--- src/rtl/flash_fetch_pkg.sv ---
// Shared types and constants for the flash instruction fetch unit.
// Contents: FSM state enum, default buffer depth, default reset PC, word increment.
package flash_fetch_pkg;

    typedef enum logic [1:0] {
        BOOT  = 2'd0,
        FETCH = 2'd1,
        HOLD  = 2'd2
    } state_e;

    localparam int unsigned DEFAULT_DEPTH    = 4;
    localparam logic [31:0] DEFAULT_RESET_PC = 32'h0000_0000;
    localparam logic [31:0] WORD_INC         = 32'd4;

endpackage

--- src/rtl/fetch_fifo.sv ---
// Synchronous FIFO holding {pc, instruction} entries for the fetch unit.
// Ports:
//   clk_i, rst_ni : clock, asynchronous active-low reset
//   push_i        : write wdata_i (ignored while full unless popping, or while flushing)
//   pop_i         : drop head entry (ignored while empty or flushing)
//   flush_i       : empty the FIFO on this edge; wins over push and pop
//   wdata_i       : 64-bit entry to write
//   count_o       : number of occupied entries
//   head_o        : entry at the head (undefined when empty)
module fetch_fifo #(
    parameter int unsigned DEPTH = 4,
    localparam int unsigned PTR_W = $clog2(DEPTH),
    localparam int unsigned CNT_W = $clog2(DEPTH + 1)
) (
    input  logic             clk_i,
    input  logic             rst_ni,
    input  logic             push_i,
    input  logic             pop_i,
    input  logic             flush_i,
    input  logic [63:0]      wdata_i,
    output logic [CNT_W-1:0] count_o,
    output logic [63:0]      head_o
);

    logic [63:0]      mem_q [DEPTH];
    logic [PTR_W-1:0] wptr_q, wptr_d;
    logic [PTR_W-1:0] rptr_q, rptr_d;
    logic [CNT_W-1:0] count_q, count_d;
    logic             full, pop_eff, push_eff;

    assign full     = (count_q == CNT_W'(DEPTH));
    assign pop_eff  = pop_i && !flush_i && (count_q != '0);
    // A simultaneous pop frees the slot, so a full FIFO may still accept a push.
    assign push_eff = push_i && !flush_i && (!full || pop_eff);

    always_comb begin
        count_d = count_q;
        wptr_d  = wptr_q;
        rptr_d  = rptr_q;
        if (flush_i) begin
            count_d = '0;
            wptr_d  = '0;
            rptr_d  = '0;
        end else begin
            if (push_eff) wptr_d = wptr_q + PTR_W'(1);
            if (pop_eff)  rptr_d = rptr_q + PTR_W'(1);
            if (push_eff && !pop_eff) begin
                count_d = count_q + CNT_W'(1);
            end else if (!push_eff && pop_eff) begin
                count_d = count_q - CNT_W'(1);
            end
        end
    end

    always_ff @(posedge clk_i or negedge rst_ni) begin
        if (!rst_ni) begin
            count_q <= '0;
            wptr_q  <= '0;
            rptr_q  <= '0;
        end else begin
            count_q <= count_d;
            wptr_q  <= wptr_d;
            rptr_q  <= rptr_d;
        end
    end

    // Storage needs no reset: entries are only visible through count_q.
    always_ff @(posedge clk_i) begin
        if (push_eff) mem_q[wptr_q] <= wdata_i;
    end

    assign count_o = count_q;
    assign head_o  = mem_q[rptr_q];

    assert property (@(posedge clk_i) disable iff (!rst_ni)
                     flush_i || !(pop_i && (count_q == '0)));
    assert property (@(posedge clk_i) disable iff (!rst_ni)
                     flush_i || !(push_i && full && !pop_i));

endmodule

--- src/rtl/flash_fetch_unit.sv ---
// Flash instruction prefetcher: issues pipelined word reads to flash and buffers the
// returned {pc, instruction} pairs for the CPU, with flush-on-redirect.
// Ports:
//   clk, rst               : clock, asynchronous active-low reset
//   redirect_valid/_pc     : CPU flush request and new fetch address (bits [1:0] ignored)
//   instr_valid/_data/_pc  : head buffer entry offered to the CPU
//   instr_ready            : CPU accepts the head entry
//   mem_addr, mem_lenable  : flash read request (word aligned)
//   mem_ldata              : flash read data, one cycle after mem_lenable
module flash_fetch_unit
    import flash_fetch_pkg::*;
#(
    parameter int unsigned DEPTH    = DEFAULT_DEPTH,
    parameter logic [31:0] RESET_PC = DEFAULT_RESET_PC
) (
    input  logic        clk,
    input  logic        rst,
    input  logic        redirect_valid,
    input  logic [31:0] redirect_pc,
    output logic        instr_valid,
    output logic [31:0] instr_data,
    output logic [31:0] instr_pc,
    input  logic        instr_ready,
    output logic [31:0] mem_addr,
    output logic        mem_lenable,
    input  logic [31:0] mem_ldata
);

    localparam int unsigned CNT_W = $clog2(DEPTH + 1);

    state_e           state_q, state_d;
    logic [31:0]      fetch_pc_q, fetch_pc_d;
    logic [31:0]      issue_pc_q, issue_pc_d;
    logic             inflight_q, inflight_d;
    logic             issue, credit;
    logic             fifo_push, fifo_pop;
    logic [CNT_W-1:0] fifo_count;
    logic [CNT_W:0]   occupancy;
    logic [63:0]      fifo_head;

    // Occupied plus in-flight slots; a same-cycle pop is deliberately not counted.
    assign occupancy = {1'b0, fifo_count} + {{CNT_W{1'b0}}, inflight_q};
    assign credit    = (occupancy < (CNT_W + 1)'(DEPTH));

    always_comb begin
        state_d    = state_q;
        fetch_pc_d = fetch_pc_q;
        issue_pc_d = issue_pc_q;
        inflight_d = 1'b0;
        issue      = 1'b0;
        if (redirect_valid) begin
            state_d    = FETCH;
            fetch_pc_d = redirect_pc & ~32'h3;
        end else begin
            unique case (state_q)
                BOOT:  state_d = FETCH;
                FETCH: begin
                    if (credit) begin
                        issue      = 1'b1;
                        inflight_d = 1'b1;
                        issue_pc_d = fetch_pc_q;
                        fetch_pc_d = fetch_pc_q + WORD_INC;  // wraps at 2^32
                    end else begin
                        state_d = HOLD;
                    end
                end
                HOLD:    if (credit) state_d = FETCH;
                default: state_d = BOOT;
            endcase
        end
    end

    always_ff @(posedge clk or negedge rst) begin
        if (!rst) begin
            state_q    <= BOOT;
            fetch_pc_q <= RESET_PC;
            issue_pc_q <= '0;
            inflight_q <= 1'b0;
        end else begin
            state_q    <= state_d;
            fetch_pc_q <= fetch_pc_d;
            issue_pc_q <= issue_pc_d;
            inflight_q <= inflight_d;
        end
    end

    // Data returning during a redirect cycle belongs to a killed read.
    assign fifo_push = inflight_q && !redirect_valid;
    assign fifo_pop  = instr_valid && instr_ready && !redirect_valid;

    fetch_fifo #(
        .DEPTH(DEPTH)
    ) u_fifo (
        .clk_i  (clk),
        .rst_ni (rst),
        .push_i (fifo_push),
        .pop_i  (fifo_pop),
        .flush_i(redirect_valid),
        .wdata_i({issue_pc_q, mem_ldata}),
        .count_o(fifo_count),
        .head_o (fifo_head)
    );

    assign mem_lenable = issue;
    assign mem_addr    = issue ? fetch_pc_q : 32'h0;
    assign instr_valid = (fifo_count != '0);
    assign instr_pc    = instr_valid ? fifo_head[63:32] : 32'h0;
    assign instr_data  = instr_valid ? fifo_head[31:0] : 32'h0;

endmodule

--- config.mk ---
export PLATFORM = sky130hd
export DESIGN_NAME = flash_fetch_unit
export DESIGN_NICKNAME = d
export VERILOG_FILES = /design/src/rtl/flash_fetch_pkg.sv /design/src/rtl/fetch_fifo.sv /design/src/rtl/flash_fetch_unit.sv
export SDC_FILE = /design/constraint.sdc
export NUM_CORES = 1
export LEC_CHECK = 0
export ABC_AREA = 1
export BUFFER_PORTS_ARGS = -buffer_cell sky130_fd_sc_hd__buf_2
export CORE_MARGIN = 3
export CORE_UTILIZATION = 45
export CTS_CLUSTER_SIZE = 20
export DETAILED_ROUTE_END_ITERATION = 8
export HOLD_SLACK_MARGIN = 0.15
export PLACE_DENSITY = 0.6
export SYNTH_ARGS = -nofsm -noshare
export SYNTH_HDL_FRONTEND = slang
export SYNTH_SLANG_ARGS = --single-unit
--- constraint.sdc ---
create_clock -name clk -period 4.85 [get_ports clk]
set_clock_uncertainty 0.1 [all_clocks]
set_input_delay 0.97 -clock clk [delete_from_list [all_inputs] [get_ports clk]]
set_output_delay 0.97 -clock clk [all_outputs]
set_load 0.03 [all_outputs]
Word level (Yosys, flattened, before mapping)

Memory sizes are Yosys's and may differ from the RTL's.
Cells that the tools add are included.
Widths: inputs -> output; s select.

Order comparisons: 1
Eq/ne operators: 5
Bitwise operators: 1
Multiplexer cells: 22
Add/sub/neg operators: 6
Reduce and logical (&&, ||, !) cells: 24

Operators by type and width:

| kind                  | number |
|---|---|
| $mux 32               | 6 |
| $add 32x3->32 const B | 1 |
| $mux 2                | 7 |
| $logic_and 1x1->1     | 9 |
| $mux 3                | 3 |
| $reduce_bool 2->1     | 4 |
| $ne 3x3->1 const B    | 2 |
| $pmux 2 s3            | 1 |
| $reduce_bool 3->1     | 2 |
| $mux 1                | 5 |
| $add 2x1->2 const B   | 2 |
| $add 3x1->4           | 1 |
| $logic_not 1->1       | 4 |
| $lt 4x3->1 const B    | 1 |
| $reduce_and 2->1      | 2 |
| $add 3x1->3 const B   | 1 |
| $eq 3x3->1 const B    | 1 |
| $reduce_and 3->1      | 1 |
| $sub 3x1->3 const B   | 1 |
| $eq 2x1->1 const B    | 1 |
| $eq 2x2->1 const B    | 1 |
| $logic_not 2->1       | 1 |
| $logic_or 1x1->1      | 1 |
| $not 1->1             | 1 |

Memories kept: 1
Input port bits: 68
Output and inout port bits: 98
Logic and storage cells: 67
Bits in registers: 74
RAM bits: 256

Memory list:

| memory       | depth | width | read ports | clocked after Yosys merged registers in | write ports | RTL line         | text |
|---|---|---|---|---|---|---|---|
| u_fifo.mem_q | 4     | 64    | 1          | 0                                       | 1           | fetch_fifo.sv:25 | `logic [63:0] mem_q [DEPTH];` |

Logic depth before layout (Yosys ltp)

Word-level depth: 12
Depth in mapped cells: 13
Mapped depth without buffers: 12

Cells and area by module

A second synthesis with hierarchy kept.

Cell total of the unflattened synthesis: 1,337
Area total of the unflattened synthesis: 14,327.5 um^2

By module, submodules not included:

| module           | instances | area each (um^2) | cells each | seq. area each (um^2) |
|---|---|---|---|---|
| fetch_fifo       | 1         | 10,070.9         | 687        | 7,862.5 |
| flash_fetch_unit | 1         | 4,256.6          | 650        | 1,576.5 |

Least setup slack after synthesis

OpenSTA, ideal clock, no wires.

Path kind: input-to-reg
From: input redirect_valid
To: memory u_fifo.mem_q[0][0] (enable)
Stages: 6
Required time: 4,268 ps
Setup time: 482 ps
Arrival: 3,957 ps
Path slack: 311 ps
Path buffers: 1
Cell sequence: buf_6 > inv_2 > nand2_1 > inv_2 > nand2_2 > nor2_1

Cells in the longest elaborated chain, start to end: 8
Elaborated cells on any way between the ends: 10
Classes of those cells: 2 x mux; 8 x reduce/logical

RTL lines:

| what                            | RTL line               | text |
|---|---|---|
| start: declaration              | flash_fetch_unit.sv:18 | `input logic redirect_valid,` |
| $logic_not 1->1 *               | n/a                    |  |
| $logic_and 1x1->1               | flash_fetch_unit.sv:89 | `assign fifo_pop = instr_valid && instr_ready && !redirect_valid;` |
| $logic_and 1x1->1 (2 in series) | fetch_fifo.sv:32       | `assign pop_eff = pop_i && !flush_i && (count_q != '0);` |
| $logic_or 1x1->1                | fetch_fifo.sv:34       | `assign push_eff = push_i && !flush_i && (!full \|\| pop_eff);` |
| $logic_and 1x1->1 *             | fetch_fifo.sv:34       |  |
| $mux 1 *                        | fetch_fifo.sv:69       | `if (push_eff) mem_q[wptr_q] <= wdata_i;` |
| $mux 1 (not written as such) *  | fetch_fifo.sv:69       |  |
| end: declaration                | fetch_fifo.sv:25       |  |

Mark *: on every way between the ends. The rest lies on a longest branch, timed or not.

Worst setup path in the final report

From: register u_fifo.rptr_q[0]
To: output instr_pc[12]

Cells in the longest elaborated chain, start to end: 2

RTL lines:

| what                     | RTL line                | text |
|---|---|---|
| start: declaration       | fetch_fifo.sv:27        | `logic [PTR_W-1:0] rptr_q, rptr_d;` |
| start signal: assignment | fetch_fifo.sv:63        | `rptr_q <= rptr_d;` |
| $mem_v2 4x64             | n/a                     |  |
| $mux 32                  | flash_fetch_unit.sv:107 | `assign instr_pc = instr_valid ? fifo_head[63:32] : 32'h0;` |
| end: declaration         | flash_fetch_unit.sv:22  | `output logic [31:0] instr_pc,` |

No other way between the ends.

==> impl_summary.txt <==
----------------------------------------------------
[Outcome]
  Run status ... complete, no violations

[Floorplanning]
  Initial cell density of the core ... 46.15%
  Width of the chip ... 181.3 um
  DIE HEIGHT ... 181.3 um
  Ports ... 166
  Core box area ... 29950 um2
  Full die area ... 32860 um2
  Rows ... 63

[CTS]
  Maximum buffer depth of the clock tree ... 3
  Clock sink count ... 318
  Number of clock buffers inserted by TritonCTS ... 34
  Clock tree from TritonCTS ... built
  Number of gates given a new drive strength after cts ... 0
  Clock slew seen by the registers of the worst setup and hold paths ... 0.06 ns
  Post-CTS Setup Repair Bufs ... 0
  Clock latency on the worst-skew pair ... 0.50 ns
  H-tree Lvls ... 2
  Root buf cell ... sky130_fd_sc_hd__clkbuf_16
  Hold buffers post-CTS ... 0

[Final layout]
  Number of nets in the finished design ... 1565
  Fraction of final layout cells sized beyond drive strength 1 ... 18.19%
  Inserted Diodes ... 0
  Area added between synthesis and finish ... 16.46%
  Number of fill cells in the layout ... 2667
  Cell Count, Final, Fillers Out ... 1907

[Placed design]
  Detailed placement HPWL ... 20.24 mm
  Final weighted congestion in routability-driven placement ... 0.9084
  Count of input and output buffers ... 159
  Placed cells ... 1845
  Worst slack at placement ... 1.305 ns

[GRT]
  Pin count of the biggest net entering global routing ... 99
  Overall fraction of global-route tracks in use ... 19.60%
  Total congestion overflow after global routing ... 0
  First-pass GRT wire length ... 51.74 mm
  Vias in the first global route ... 9517
  Number of antenna violations at the first check in global routing ... 0

[Critical path]
  Slowest-stage cell, CP ... sky130_fd_sc_hd__clkinv_2
  Critical path data arrival time ... 2.94 ns
  Critical path capture point type ... output port
  R2R depth ... 5
  Required time at the worst-slack endpoint ... 3.78 ns
  Category of the critical setup timing path ... flop to output port
  Stage delay of the slowest cell on the critical path ... 0.68 ns
  Critical path cell sequence ... clkinv_2 -> buf_4 -> o21ai_0 -> a21oi_1 -> buf_2
  Crit start category ... flop
  Crit Path Max Fanout ... 57

[Synthesis]
  Dominant cell by count in the synthesized netlist ... sky130_fd_sc_hd__nor2_1
  Share of the yosys chip area belonging to registers ... 66.54%
  Gate Count Post-Synth ... 1344
  Dominant cell type by area after synthesis ... sky130_fd_sc_hd__edfxtp_1
  Share of async-settable or async-resettable flops after synthesis ... 22.01%
  Library cells used by synthesis ... 38
  Post-synth EDFFs ... 248
  Number of warnings issued by yosys ... 0
  Syn Area/Cell ... 10.29 um2
  Synth cell count leaders ... 353 x sky130_fd_sc_hd__nor2_1, 248 x sky130_fd_sc_hd__edfxtp_1, 193 x sky130_fd_sc_hd__nand2_1
  Synth Cell Area ... 13820 um2
  Synth top area cells ... sky130_fd_sc_hd__edfxtp_1 54%, sky130_fd_sc_hd__dfrtp_1 13%, sky130_fd_sc_hd__nor2_1 9.6%
  Commonest register cell after synthesis ... sky130_fd_sc_hd__edfxtp_1
  Portion of synthesized cell area occupied by the leading cell type ... 53.87%
  Flops & latches, synth ... 318

[STA]
  Final worst path period need ... 4.010 ns
  Endpoints failing hold ... 0
  Setup tns final ... 0 ns
  Final worst path period share ... 82.67%
  Slew @ Worst Pin ... 1.093 ns
  Final setup violating endpoints ... 0
  Unrepaired setup endpoints after global routing ... no
  Max Clock Freq ... 249.4 MHz
  Max_slew headroom ... 27.14%
  Minimum setup slack in the final design ... 0.8403 ns
  Number of max-slew violations in the final report ... 0

[Route]
  Number of detailed-routing iterations run before antenna repair ... 5
  Mean routed wirelength per cell ... 17.20 um
  Residual DRC count ... 0
  Post-route ant nets ... 0
  DR vias ... 9918
  Per-cell via count in the routed design ... 5.201
  Final wirelength ... 32.80 mm
  DR iter-0 viols ... 809

[Job]
  Number of maximum-capacitance violations ... 0

[Power and ir drop]
  Leak ... 6.413 nW
  Part of the total power dissipated in combinational logic ... 34.8%
  Clock share of power ... 25.3%
  Switching power summed over all nets ... 3.920 mW
  Switching Fraction ... 40.11%
  Sequential power share ... 39.9%
  Power Internal ... 5.853 mW
  Peak VDD IR ... 0.3356 mV
  Power density of the placed cells ... 607.0 nW/um2

[Hold path]
  Number of stages on the worst hold path ... 0
  Kind of path behind the tightest hold check ... flop to flop

----------------------------------------------------
kinds of logic (layout without fill, tap and decap cells):
kind of cell             count (synthesis)  in the layout  synth area share (%)
AND/OR/NAND/NOR                        622            622                 18.66
flip-flops                             318            318                 66.54
AO/OA/AOI/OAI                          255            255                 9.404
buffers and inverters                  139            309                 4.580
adder cells (fa/ha/maj)                  6              6                0.5973
XOR/XNOR                                 3              3                0.1901
other                                    1              4               0.02713
power groups by stage:
| stage | clock network (mW) | logic (mW) | registers, mW |
|---|---|---|---|
| 2_1_floorplan | 0 | 2.48 | 3.81 |
| 3_3_place_gp | 0 | 3.40 | 3.93 |
| 3_5_place_dp | 0 | 3.42 | 3.95 |
| 4_1_cts | 2.53 | 3.43 | 3.90 |
| 5_1_grt | 2.65 | 3.75 | 3.96 |
| 6_report | 2.47 | 3.40 | 3.90 |
sequential cells by signal, summed over array words and instances, names as in the netlist:
name / flops
fetch_pc_q: 30
inflight_q: 1
issue_pc_q: 30
state_q: 2
u_fifo.count_o: 3
u_fifo.mem_q: 248
u_fifo.rptr_q: 2
u_fifo.wptr_q: 2
cell usage in the layout (no fill, tap or decap), types with 2 or more instances in the layout:
cell	Yosys	layout
sky130_fd_sc_hd__a211oi_1	2	2
sky130_fd_sc_hd__a21oi_1	72	72
sky130_fd_sc_hd__a31oi_1	2	2
sky130_fd_sc_hd__buf_12	0	8
sky130_fd_sc_hd__buf_2	19	159
sky130_fd_sc_hd__buf_4	12	12
sky130_fd_sc_hd__bufinv_16	0	2
sky130_fd_sc_hd__clkbuf_1	30	12
sky130_fd_sc_hd__clkbuf_16	0	35
sky130_fd_sc_hd__clkinv_1	0	6
sky130_fd_sc_hd__clkinv_2	2	5
sky130_fd_sc_hd__clkinv_8	0	2
sky130_fd_sc_hd__conb_1	1	4
sky130_fd_sc_hd__dfrtp_1	70	68
sky130_fd_sc_hd__edfxtp_1	248	248
sky130_fd_sc_hd__ha_1	5	5
sky130_fd_sc_hd__inv_1	55	55
sky130_fd_sc_hd__inv_2	10	10
sky130_fd_sc_hd__nand2_1	193	193
sky130_fd_sc_hd__nand2_2	10	10
sky130_fd_sc_hd__nand2_4	3	3
sky130_fd_sc_hd__nand3_1	36	36
sky130_fd_sc_hd__nand3_2	3	3
sky130_fd_sc_hd__nand4_1	5	5
sky130_fd_sc_hd__nor2_1	353	349
sky130_fd_sc_hd__nor2_2	6	6
sky130_fd_sc_hd__nor2_4	7	11
sky130_fd_sc_hd__nor2_8	2	2
sky130_fd_sc_hd__o21ai_0	162	162
sky130_fd_sc_hd__o21ai_1	10	10
sky130_fd_sc_hd__o22ai_1	5	5
sky130_fd_sc_hd__xor2_1	2	2
final timing paths:
kind | from | endpoint | slack, ns
setup / recovery | u_fifo.rptr_q[0] | instr_pc[12] | 0.84
hold reg to reg | issue_pc_q[16] | u_fifo.mem_q[0][48] | 0.39
max in group asynchronous | rst | u_fifo.rptr_q[0] | 3.44
min in group asynchronous | rst | issue_pc_q[30] | 0.41
hold / removal | issue_pc_q[16] | u_fifo.mem_q[0][48] | 0.39
setup reg to reg | u_fifo.count_o[0] | u_fifo.mem_q[1][49] | 2.70
layout make-up:
type	instances	area (um2)	area share [%]
Tap cell	390	488.0	3.031
Inverter	68	260.3	1.616
Sequential cell	318	9204	57.17
Clock inverter	15	147.6	0.9170
Multi-Input combinational cell	890	4034	25.05
Timing Repair Buffer	179	1046	6.497
Clock buffer	47	920.9	5.720
stage by stage:
| stage | total power [mW] | hold WS [ns] | util [%] | cell area (um2) |
|---|---|---|---|---|
| global placement | 7.329 | 0.3894 | 50.18 | 15030 |
| detailed placement | 7.371 | 0.3956 | 50.18 | 15030 |
| finish | 9.772 | 0.3907 | 53.75 | 16100 |
| global route | 10.36 | 0.4307 | 53.75 | 16100 |
| CTS | 9.861 | 0.3964 | 53.75 | 16100 |
| floorplan | 6.291 | 0.3707 | - | 13840 |
metal layers:
metal / wire length [um] / GRT usage (%) / vias up / share of wire (%)
met4: 511 / 4.845 / 0 / 1.6
met5: 0 / 0 / - / 0
met1: 15240 / 28.55 / 4778 / 46
li1: - / - / 4821 / -
met3: 1950 / 3.020 / 31 / 5.9
met2: 15100 / 31.17 / 288 / 46
critical path: cells and delay by family, from the launching register on:
| family | cells | cell delay, ns |
|---|---|---|
| buf+inv | 3 | 1.41 |
| flops | 1 | 0.64 |
| compound gates | 2 | 0.36 |
No activity file was read; power rests on OpenSTA's default activity.
